## config.mk

```make
export PLATFORM = sky130hd
export DESIGN_NAME = output_transmitter
export DESIGN_NICKNAME = d
export VERILOG_FILES = /design/src/rtl/output_transmitter_pkg.sv /design/src/rtl/output_transmitter_baud_tick.sv /design/src/rtl/output_transmitter.sv
export SDC_FILE = /design/constraint.sdc
export NUM_CORES = 1
export LEC_CHECK = 0
export CORE_UTILIZATION = 45
export CTS_BUF_LIST = sky130_fd_sc_hd__clkbuf_4 sky130_fd_sc_hd__clkbuf_8
export DETAILED_ROUTE_END_ITERATION = 16
export HOLD_SLACK_MARGIN = 0.08
export PLACE_DENSITY = 0.69
export SETUP_SLACK_MARGIN = 0.15
export SLEW_MARGIN = 40
export SYNTH_ARGS = -nofsm -noshare
export SYNTH_HDL_FRONTEND = slang
export SYNTH_SLANG_ARGS = --single-unit
```

## constraint.sdc

```tcl
create_clock -name i_clock -period 1.4 [get_ports i_clock]
set_input_delay 0.28 -clock i_clock [delete_from_list [all_inputs] [get_ports i_clock]]
set_output_delay 0.28 -clock i_clock [all_outputs]
set_load 0.01 [all_outputs]
```

## src/rtl/output_transmitter_pkg.sv

```systemverilog
// Shared definitions for the serial output transmitter.
//   tx_state_e : frame FSM states (IDLE, START, DATA, STOP)
//   clog2      : constant ceil(log2(v)) helper for sizing counters
package output_transmitter_pkg;

    typedef enum logic [1:0] {
        ST_IDLE  = 2'd0,
        ST_START = 2'd1,
        ST_DATA  = 2'd2,
        ST_STOP  = 2'd3
    } tx_state_e;

    function automatic int clog2(input int v);
        int r;
        r = 0;
        while ((1 << r) < v) r++;
        return r;
    endfunction

endpackage

```

## src/rtl/output_transmitter_baud_tick.sv

```systemverilog
// Bit-time counter for the serial transmitter.
//   i_clock : system clock (rising edge)
//   i_reset : asynchronous active-high reset
//   i_clear : synchronous clear; holds the counter at 0 while asserted
//   o_tick  : high on the last count of each bit time (one cycle)
module output_transmitter_baud_tick
    import output_transmitter_pkg::*;
#(
    parameter int c_clocks_per_bit = 16
) (
    input  logic i_clock,
    input  logic i_reset,
    input  logic i_clear,
    output logic o_tick
);
    // At least one bit wide so c_clocks_per_bit=1 still gets a legal vector.
    localparam int c_cw = (clog2(c_clocks_per_bit) < 1) ? 1 : clog2(c_clocks_per_bit);
    localparam logic [c_cw-1:0] c_last = c_cw'(c_clocks_per_bit - 1);

    logic [c_cw-1:0] r_count;
    logic            w_last;

    assign w_last = (r_count == c_last);
    assign o_tick = !i_clear && w_last;

    always_ff @(posedge i_clock or posedge i_reset) begin
        if (i_reset)
            r_count <= '0;
        else if (i_clear || w_last)
            r_count <= '0;
        else
            r_count <= r_count + 1'b1;
    end

endmodule

```

## src/rtl/output_transmitter.sv

```systemverilog
// Asynchronous serial transmitter: start bit, c_width data bits LSB first,
// one stop bit, each held c_clocks_per_bit cycles.
//   i_clock : system clock (rising edge)
//   i_reset : asynchronous active-high reset; abandons any frame in flight
//   i_valid : core offers i_data
//   i_data  : byte to send, sampled only at acceptance
//   o_ready : idle and able to accept a byte
//   o_tx    : serial line, idle high
//   o_busy  : frame in progress
//   o_done  : one-cycle pulse in the first idle cycle after a frame
module output_transmitter
    import output_transmitter_pkg::*;
#(
    parameter int c_width          = 8,
    parameter int c_clocks_per_bit = 16
) (
    input  logic               i_clock,
    input  logic               i_reset,
    input  logic               i_valid,
    input  logic [c_width-1:0] i_data,
    output logic               o_ready,
    output logic               o_tx,
    output logic               o_busy,
    output logic               o_done
);
    localparam int c_bw = clog2(c_width + 1);
    localparam logic [c_bw-1:0] c_last_bit = c_bw'(c_width - 1);

    tx_state_e          r_state, w_state_nxt;
    logic [c_width-1:0] r_shift, w_shift_nxt;
    logic [c_bw-1:0]    r_bitcnt, w_bitcnt_nxt;
    logic               r_tx, r_ready, r_busy, r_done;
    logic               w_tx_nxt, w_ready_nxt, w_busy_nxt, w_done_nxt;
    logic               w_tick;

    // Counter sits at 0 while idle, so each frame starts with a full bit time.
    output_transmitter_baud_tick #(
        .c_clocks_per_bit(c_clocks_per_bit)
    ) u_baud (
        .i_clock(i_clock),
        .i_reset(i_reset),
        .i_clear(r_state == ST_IDLE),
        .o_tick (w_tick)
    );

    always_comb begin
        w_state_nxt  = r_state;
        w_shift_nxt  = r_shift;
        w_bitcnt_nxt = r_bitcnt;
        w_done_nxt   = 1'b0;
        case (r_state)
            ST_IDLE: begin
                if (i_valid && r_ready) begin
                    w_state_nxt  = ST_START;
                    w_shift_nxt  = i_data;
                    w_bitcnt_nxt = '0;
                end
            end
            ST_START: begin
                if (w_tick) begin
                    w_state_nxt  = ST_DATA;
                    w_bitcnt_nxt = '0;
                end
            end
            ST_DATA: begin
                if (w_tick) begin
                    w_shift_nxt = r_shift >> 1;
                    if (r_bitcnt == c_last_bit)
                        w_state_nxt = ST_STOP;
                    else
                        w_bitcnt_nxt = r_bitcnt + 1'b1;
                end
            end
            ST_STOP: begin
                if (w_tick) begin
                    w_state_nxt = ST_IDLE;
                    w_done_nxt  = 1'b1;
                end
            end
            default: w_state_nxt = ST_IDLE;
        endcase

        // Outputs are derived from the next state so they can be registered
        // without adding a cycle of latency to the line.
        case (w_state_nxt)
            ST_START: w_tx_nxt = 1'b0;
            ST_DATA:  w_tx_nxt = w_shift_nxt[0];
            default:  w_tx_nxt = 1'b1;
        endcase
        w_ready_nxt = (w_state_nxt == ST_IDLE);
        w_busy_nxt  = (w_state_nxt != ST_IDLE);
    end

    always_ff @(posedge i_clock or posedge i_reset) begin
        if (i_reset) begin
            r_state  <= ST_IDLE;
            r_shift  <= '0;
            r_bitcnt <= '0;
            r_tx     <= 1'b1;
            r_ready  <= 1'b1;
            r_busy   <= 1'b0;
            r_done   <= 1'b0;
        end else begin
            r_state  <= w_state_nxt;
            r_shift  <= w_shift_nxt;
            r_bitcnt <= w_bitcnt_nxt;
            r_tx     <= w_tx_nxt;
            r_ready  <= w_ready_nxt;
            r_busy   <= w_busy_nxt;
            r_done   <= w_done_nxt;
        end
    end

    assign o_tx    = r_tx;
    assign o_ready = r_ready;
    assign o_busy  = r_busy;
    assign o_done  = r_done;

endmodule

```

## Yosys cells after proc, flatten, opt, wreduce, memory -nomap -nowiden

Cells that the tools add are included.

- Flip-flop bits (word level): 22
- Bits in read-only memories: 0
- Bits in latches: 0
- Memories: 0
- RAM bits: 0
- Output and inout bits: 4
- Input bits: 11

- Bitwise gates (word level): 0
- Mux-type cells: 18
- Equal/unequal tests: 11
- Shifts and indexed selects: 0
- Reduce and logical (&&, ||, !) cells: 11
- $lt $le $gt $ge: 0
- Div/mod/pow operators: 0
- Add/sub/neg operators: 2
- Multipliers: 0

Operators by type and width:

| operator | count |
|---|---|
| $mux 4 | 5 |
| $mux 8 | 2 |
| $pmux 8 s2 | 1 |
| $pmux 4 s3 | 1 |
| $mux 2 | 5 |
| $add 4x1->4 const B | 2 |
| $pmux 2 s4 | 1 |
| $eq 2x2->1 const B | 3 |
| $reduce_and 5->1 | 1 |
| $eq 2x1->1 const B | 2 |
| $eq 4x3->1 const B | 1 |
| $eq 4x4->1 const B | 1 |
| $logic_not 2->1 | 2 |
| $ne 2x1->1 const B | 2 |
| $ne 2x2->1 const B | 2 |
| $reduce_bool 2->1 | 2 |
| $reduce_and 3->1 | 1 |
| $reduce_bool 3->1 | 1 |
| $logic_and 1x1->1 | 2 |
| $mux 1 | 2 |
| $pmux 1 s2 | 1 |
| $logic_not 1->1 | 1 |
| $logic_or 1x1->1 | 1 |

## Depth between registers and ports, before layout

- Word-level depth: 7
- Gate-level depth with buffers: 6
- Gate-level depth less buffers: 5

## Cells and area by module

Synthesis repeated with hierarchy kept, for this count alone.

- Cells, all modules: 101
- Area total of the unflattened synthesis: 1077.3 µm²

By module, submodules not included:

| module | times used | area each (µm²) | cells each |
|---|---|---|---|
| output_transmitter | 1 | 899.6 | 86 |
| output_transmitter_baud_tick | 1 | 177.7 | 15 |

## Worst setup path after synthesis

Ideal clock, no wire load.

- Path type: register to register
- Start point: register u_baud.r_count[0]
- End point: register r_shift[1]
- Cell stages (with the launch flop): 7
- Setup time: 118 ps
- Slack: -98 ps
- Arrival time: 1380 ps
- Cell sequence: dfrtp_1 > ha_1 > and3_4 > and2_0 > buf_4 > a22o_1 > a21o_1

- Cells in the longest elaborated chain, start to end: 4

RTL lines:

| what | line | text |
|---|---|---|
| start, declared | output_transmitter_baud_tick.sv:20 | `logic [c_cw-1:0] r_count;` |
| start signal, assigned | output_transmitter_baud_tick.sv:32 | `r_count <= r_count + 1'b1;` |
| $eq 4x4->1 | output_transmitter_baud_tick.sv:23 | `assign w_last = (r_count == c_last);` |
| $logic_and 1x1->1 | output_transmitter_baud_tick.sv:24 | `assign o_tick = !i_clear && w_last;` |
| $ne 2x1->1 (no line) | n/a |  |
| $reduce_and 3->1 (no line) | n/a |  |
| end signal, assigned | output_transmitter.sv:105 | `r_shift <= w_shift_nxt;` |
| end, declared | output_transmitter.sv:30 | `logic [c_width-1:0] r_shift, w_shift_nxt;` |

No other way between the ends.
A chain may end at the register's enable or synchronous reset.

## Worst setup path in the final report

- Start point: register u_baud.r_count[1]
- End point: register r_tx, in the netlist o_tx

RTL lines:

| what | line | text |
|---|---|---|
| $eq 4x4->1 | output_transmitter_baud_tick.sv:23 |  |
| $logic_and 1x1->1 | output_transmitter_baud_tick.sv:24 |  |
| $mux 8 | output_transmitter.sv:66 | `if (w_tick) begin` |
| $pmux 8 s2 | output_transmitter.sv:51 | `case (r_state)` |
| net w_shift_nxt[0] | output_transmitter.sv:30 |  |
| $pmux 1 s2 | output_transmitter.sv:85 | `case (w_state_nxt)` |
| net w_tx_nxt | output_transmitter.sv:33 | `logic w_tx_nxt, w_ready_nxt, w_busy_nxt, w_done_nxt;` |
| end signal, assigned | output_transmitter.sv:107 | `r_tx <= w_tx_nxt;` |
| end, declared | output_transmitter.sv:32 | `logic r_tx, r_ready, r_busy, r_done;` |

The timed path passes the listed nets, and every way through them passes these cells. The select of a mux whose other input is x is not followed.

==> results.sh <==
export IMPL_timing_critical_path_buf_inv=1
export IMPL_crit_reg2reg_launch="u_baud.r_count[1]"
export IMPL_vdd_drop_max_uv=554
export IMPL_arrival_ns=1.79
export IMPL_yosys_cell_count_top_type="sky130_fd_sc_hd__dfrtp_1"
export IMPL_slew_limit_headroom_pct=73.5
export IMPL_finalWirelength_mm=2.23
export IMPL_worst_clock_skew_ns=0.00151
export IMPL_timing_max_cap_violations=0
export IMPL_routabilityCongestion=0.806
export IMPL_dieHeight_microns=51.0
export IMPL_drive_gt1_share_pct=39.1
export IMPL_critPathTopFamily="flip-flops"
export IMPL_worst_hold_path_type="in2async"
export IMPL_grt_antenna_before_repair=0
export IMPL_synthToLayoutAreaGrowth_pct=42.6
export IMPL_insertedDiodeCount=0
export IMPL_die_width_microns=51.0
export IMPL_netlist_top_cells_count="20 x sky130_fd_sc_hd__dfrtp_1, 10 x sky130_fd_sc_hd__nand2_1, 10 x sky130_fd_sc_hd__nor2_1"
export IMPL_initial_detailed_routing_violation_count=8
export IMPL_grt_start_max_net_pins=23
export IMPL_violations="negative setup slack"
export IMPL_synth_ff_latch_count=22
export IMPL_final_antenna_violating_net_count=0
export IMPL_synth_lib_cells_used_distinct=38
export IMPL_rsz0062_at_grt="yes"
export IMPL_tightest_slew_ns=0.395
export IMPL_timing_final_crit_share_pct=110
export IMPL_critPathMaxStageDelay_ns=0.43
export IMPL_initial_core_util_pct=48.4
export IMPL_synth_top_flop_cell="sky130_fd_sc_hd__dfrtp_1"
export IMPL_via_per_inst=5.40
export IMPL_critical_path_cell_by_cell="ha_4 > and3_4 > buf_6 > mux2_4 > o211ai_1 > o32a_1"
export IMPL_cts_buffer_depth=2
export IMPL_run_status="finished, violations left"
export IMPL_mappedNetlistNets=110
export IMPL_p_leak_nw=0.740
export IMPL_synthCells=97
export IMPL_layout_setup_ws_ns=-0.141
export IMPL_combinational_cell_fraction_of_total_power_pct=4.3
export IMPL_critical_path_reg2reg_endpoint="o_tx"
export IMPL_reg2regPathDepth=6
export IMPL_fp_row_count=17
export IMPL_regToRegSetupSlack_ns=-0.14
export IMPL_cts_made_buffers=3
export IMPL_share_of_power_burned_in_registers_pct=63.8
export IMPL_wire_per_inst_microns=13.8
export IMPL_finalHoldViolations=0
export IMPL_switching_part_of_the_total_power_pct=20.4
export IMPL_fp_dieArea_sq_um=2600
export IMPL_synth_async_sr_flop_share_pct=100
export IMPL_clock_sinks=22
export IMPL_dpl_hpwl_mm=1.50
export IMPL_drt_drc_violations_left=0
export IMPL_drt_pass1_iter_count=4
export IMPL_total_core_area_sq_um=2230
export IMPL_place_port_buffers=14
export IMPL_grt_total_usage_pct=18.4
export IMPL_drv_slew=0
export IMPL_post_route_util_pct=69.0
export IMPL_grt_pass1_vias=868
export IMPL_power_clock_fraction_pct=31.9
export IMPL_num_vias=870
export IMPL_mean_post_synth_cell_area_sq_um=11.1
export IMPL_yosys_warnings=0
export IMPL_cts_htree_levels=1
export IMPL_path_class="reg2reg"
export IMPL_clock_tree_from_tritoncts="done"
export IMPL_yosys_top_cells_area="sky130_fd_sc_hd__dfrtp_1 46%, sky130_fd_sc_hd__dfstp_2 4.9%, sky130_fd_sc_hd__a22o_1 4.9%"
export IMPL_first_pass_grt_wire_length_mm=3.57
export IMPL_synth_cell_area_sq_um=1080
export IMPL_final_net_count=147
export IMPL_synth_top_area_cell="sky130_fd_sc_hd__dfrtp_1"
export IMPL_post_route_min_period_ns=1.54
export IMPL_ios=15
export IMPL_synth_enable_flop_cells=0
export IMPL_switching_pwr_mw=0.203
export IMPL_sequential_cell_area_sq_um=553
export IMPL_clock_latency_on_the_worst_skew_pair_ns=0.30
export IMPL_cts_hold_buf=0
export IMPL_worst_ep_required_time_ns=1.65
export IMPL_power_internal_mw=0.792
export IMPL_grt_ovfl_total=0
export IMPL_slowest_cell_on_the_critical_path="sky130_fd_sc_hd__dfrtp_1"
export IMPL_critical_path_endpoint_type="flip-flop"
export IMPL_timing_fmax_ghz=0.649
export IMPL_finalSetupViolCount=11
export IMPL_post_synth_top_area_fraction_pct=46.3
export IMPL_post_route_total_power_mw=0.996
export IMPL_worst_path_max_fanout=4
export IMPL_final_fill_count=168
export IMPL_clock_tree_root_cell="sky130_fd_sc_hd__clkbuf_4"
export IMPL_finalSetupTns_ns=-0.757
export IMPL_synth_sequential_area_ratio_pct=51.2
export IMPL_power_density_nw_per_um2=646
export IMPL_clkTransAtPathRegs_ns=0.12
export IMPL_timing_critical_path_from_type="flip-flop"
export IMPL_combined_area_of_the_multi_input_logic_cells_sq_um=582
[layout make-up]
type	count	area share, %
flip-flops and latches	22	35.9
multi-input cells	68	37.7
well taps	28	2.27
repair buffers	35	21.2
inverters	4	0.974
clock buffers	4	1.95
[cells in the final DEF, fill, tap and decap left out, types with 2 or more instances in the layout]
| cell type | count |
|---|---|
| sky130_fd_sc_hd__dfrtp_1 | 20 |
| sky130_fd_sc_hd__dfstp_2 | 2 |
| sky130_fd_sc_hd__buf_4 | 14 |
| sky130_fd_sc_hd__buf_6 | 9 |
| sky130_fd_sc_hd__ha_4 | 2 |
| sky130_fd_sc_hd__clkdlybuf4s15_1 | 2 |
| sky130_fd_sc_hd__nand2_1 | 8 |
| sky130_fd_sc_hd__nand2_2 | 2 |
| sky130_fd_sc_hd__inv_1 | 4 |
| sky130_fd_sc_hd__nor2_4 | 3 |
| sky130_fd_sc_hd__nor2_2 | 2 |
| sky130_fd_sc_hd__a21o_1 | 6 |
| sky130_fd_sc_hd__o21ai_0 | 3 |
| sky130_fd_sc_hd__a22o_1 | 6 |
| sky130_fd_sc_hd__clkbuf_4 | 4 |
| sky130_fd_sc_hd__nand3_1 | 2 |
| sky130_fd_sc_hd__nor2_1 | 6 |
| sky130_fd_sc_hd__clkdlybuf4s50_1 | 10 |
[power groups by stage]
stage	Sequential [mW]	Combinational [mW]	Clock, mW
2_1_floorplan	0.648	0.00969	0
3_3_place_gp	0.648	0.0432	0
3_5_place_dp	0.648	0.0439	0
4_1_cts	0.636	0.0441	0.329
5_1_grt	0.636	0.0470	0.353
6_report	0.636	0.0428	0.317
[sequential cells by signal (all words and copies together), names as in the netlist]
name and cells:
r_shift 8, r_bitcnt 4, u_baud.r_count 4, r_state 2, o_busy 1, o_done 1
o_ready 1, o_tx 1
[worst max path at each step]
stage / from / to / slack [ns] / cells after the start
floorplan: o_ready / r_bitcnt[2] / -0.05 / 4
global route: u_baud.r_count[1] / o_tx / -0.20 / 6
finish: u_baud.r_count[1] / o_tx / -0.14 / 6
detailed placement: i_valid / r_bitcnt[2] / -0.29 / 5
global placement: i_valid / r_bitcnt[2] / -0.27 / 5
CTS: u_baud.r_count[0] / o_tx / -0.14 / 6
[per-layer routing]
metal  up-vias  global-route usage [%]  part of all wire [%]
met1       437                    21.2                    45
met5         -                       0                     0
met3         4                    2.98                   2.1
met4         0                    7.87                   1.8
met2         9                    33.3                    51
li1        420                       -                     -
[tightest hold or removal path, delay by kind of cell]
kind / cells / cell delay (ns)
buffers and inverters: 3 / 0.72
[through the flow]
| step | instance area [sq um] | worst slack [ns] | instances | hold slack [ns] |
|---|---|---|---|---|
| finish | 1540 | -0.141 | 161 | 0.294 |
| global route | 1540 | -0.197 | 161 | 0.324 |
| CTS | 1440 | -0.139 | 157 | 0.299 |
| detailed placement | 1380 | -0.292 | 151 | 0.467 |
| global placement | 1380 | -0.270 | 151 | 0.458 |
| floorplan | 1110 | -0.0454 | 97 | 0.268 |
[kinds of logic (layout without fill, tap and decap cells)]
family | after synthesis | after routing | synth area share, %
AND/OR/NAND/NOR | 36 | 36 | 18.4
AO/OA/AOI/OAI | 25 | 25 | 20.3
flip-flops | 22 | 22 | 51.2
buffers and inverters | 7 | 43 | 3.47
XOR/XNOR | 3 | 3 | 2.43
adder cells (fa/ha/maj) | 2 | 2 | 2.31
multiplexers | 2 | 2 | 1.97
[repair_timing]
item	4_1_cts	5_1_grt
endpoints found under the setup margin	20	19
pin swaps	3	7
buffers inserted	2	4
hold endpoints to repair	0	0
gates resized for setup	20	14
Note: power is estimated with default switching activity, not from simulation.
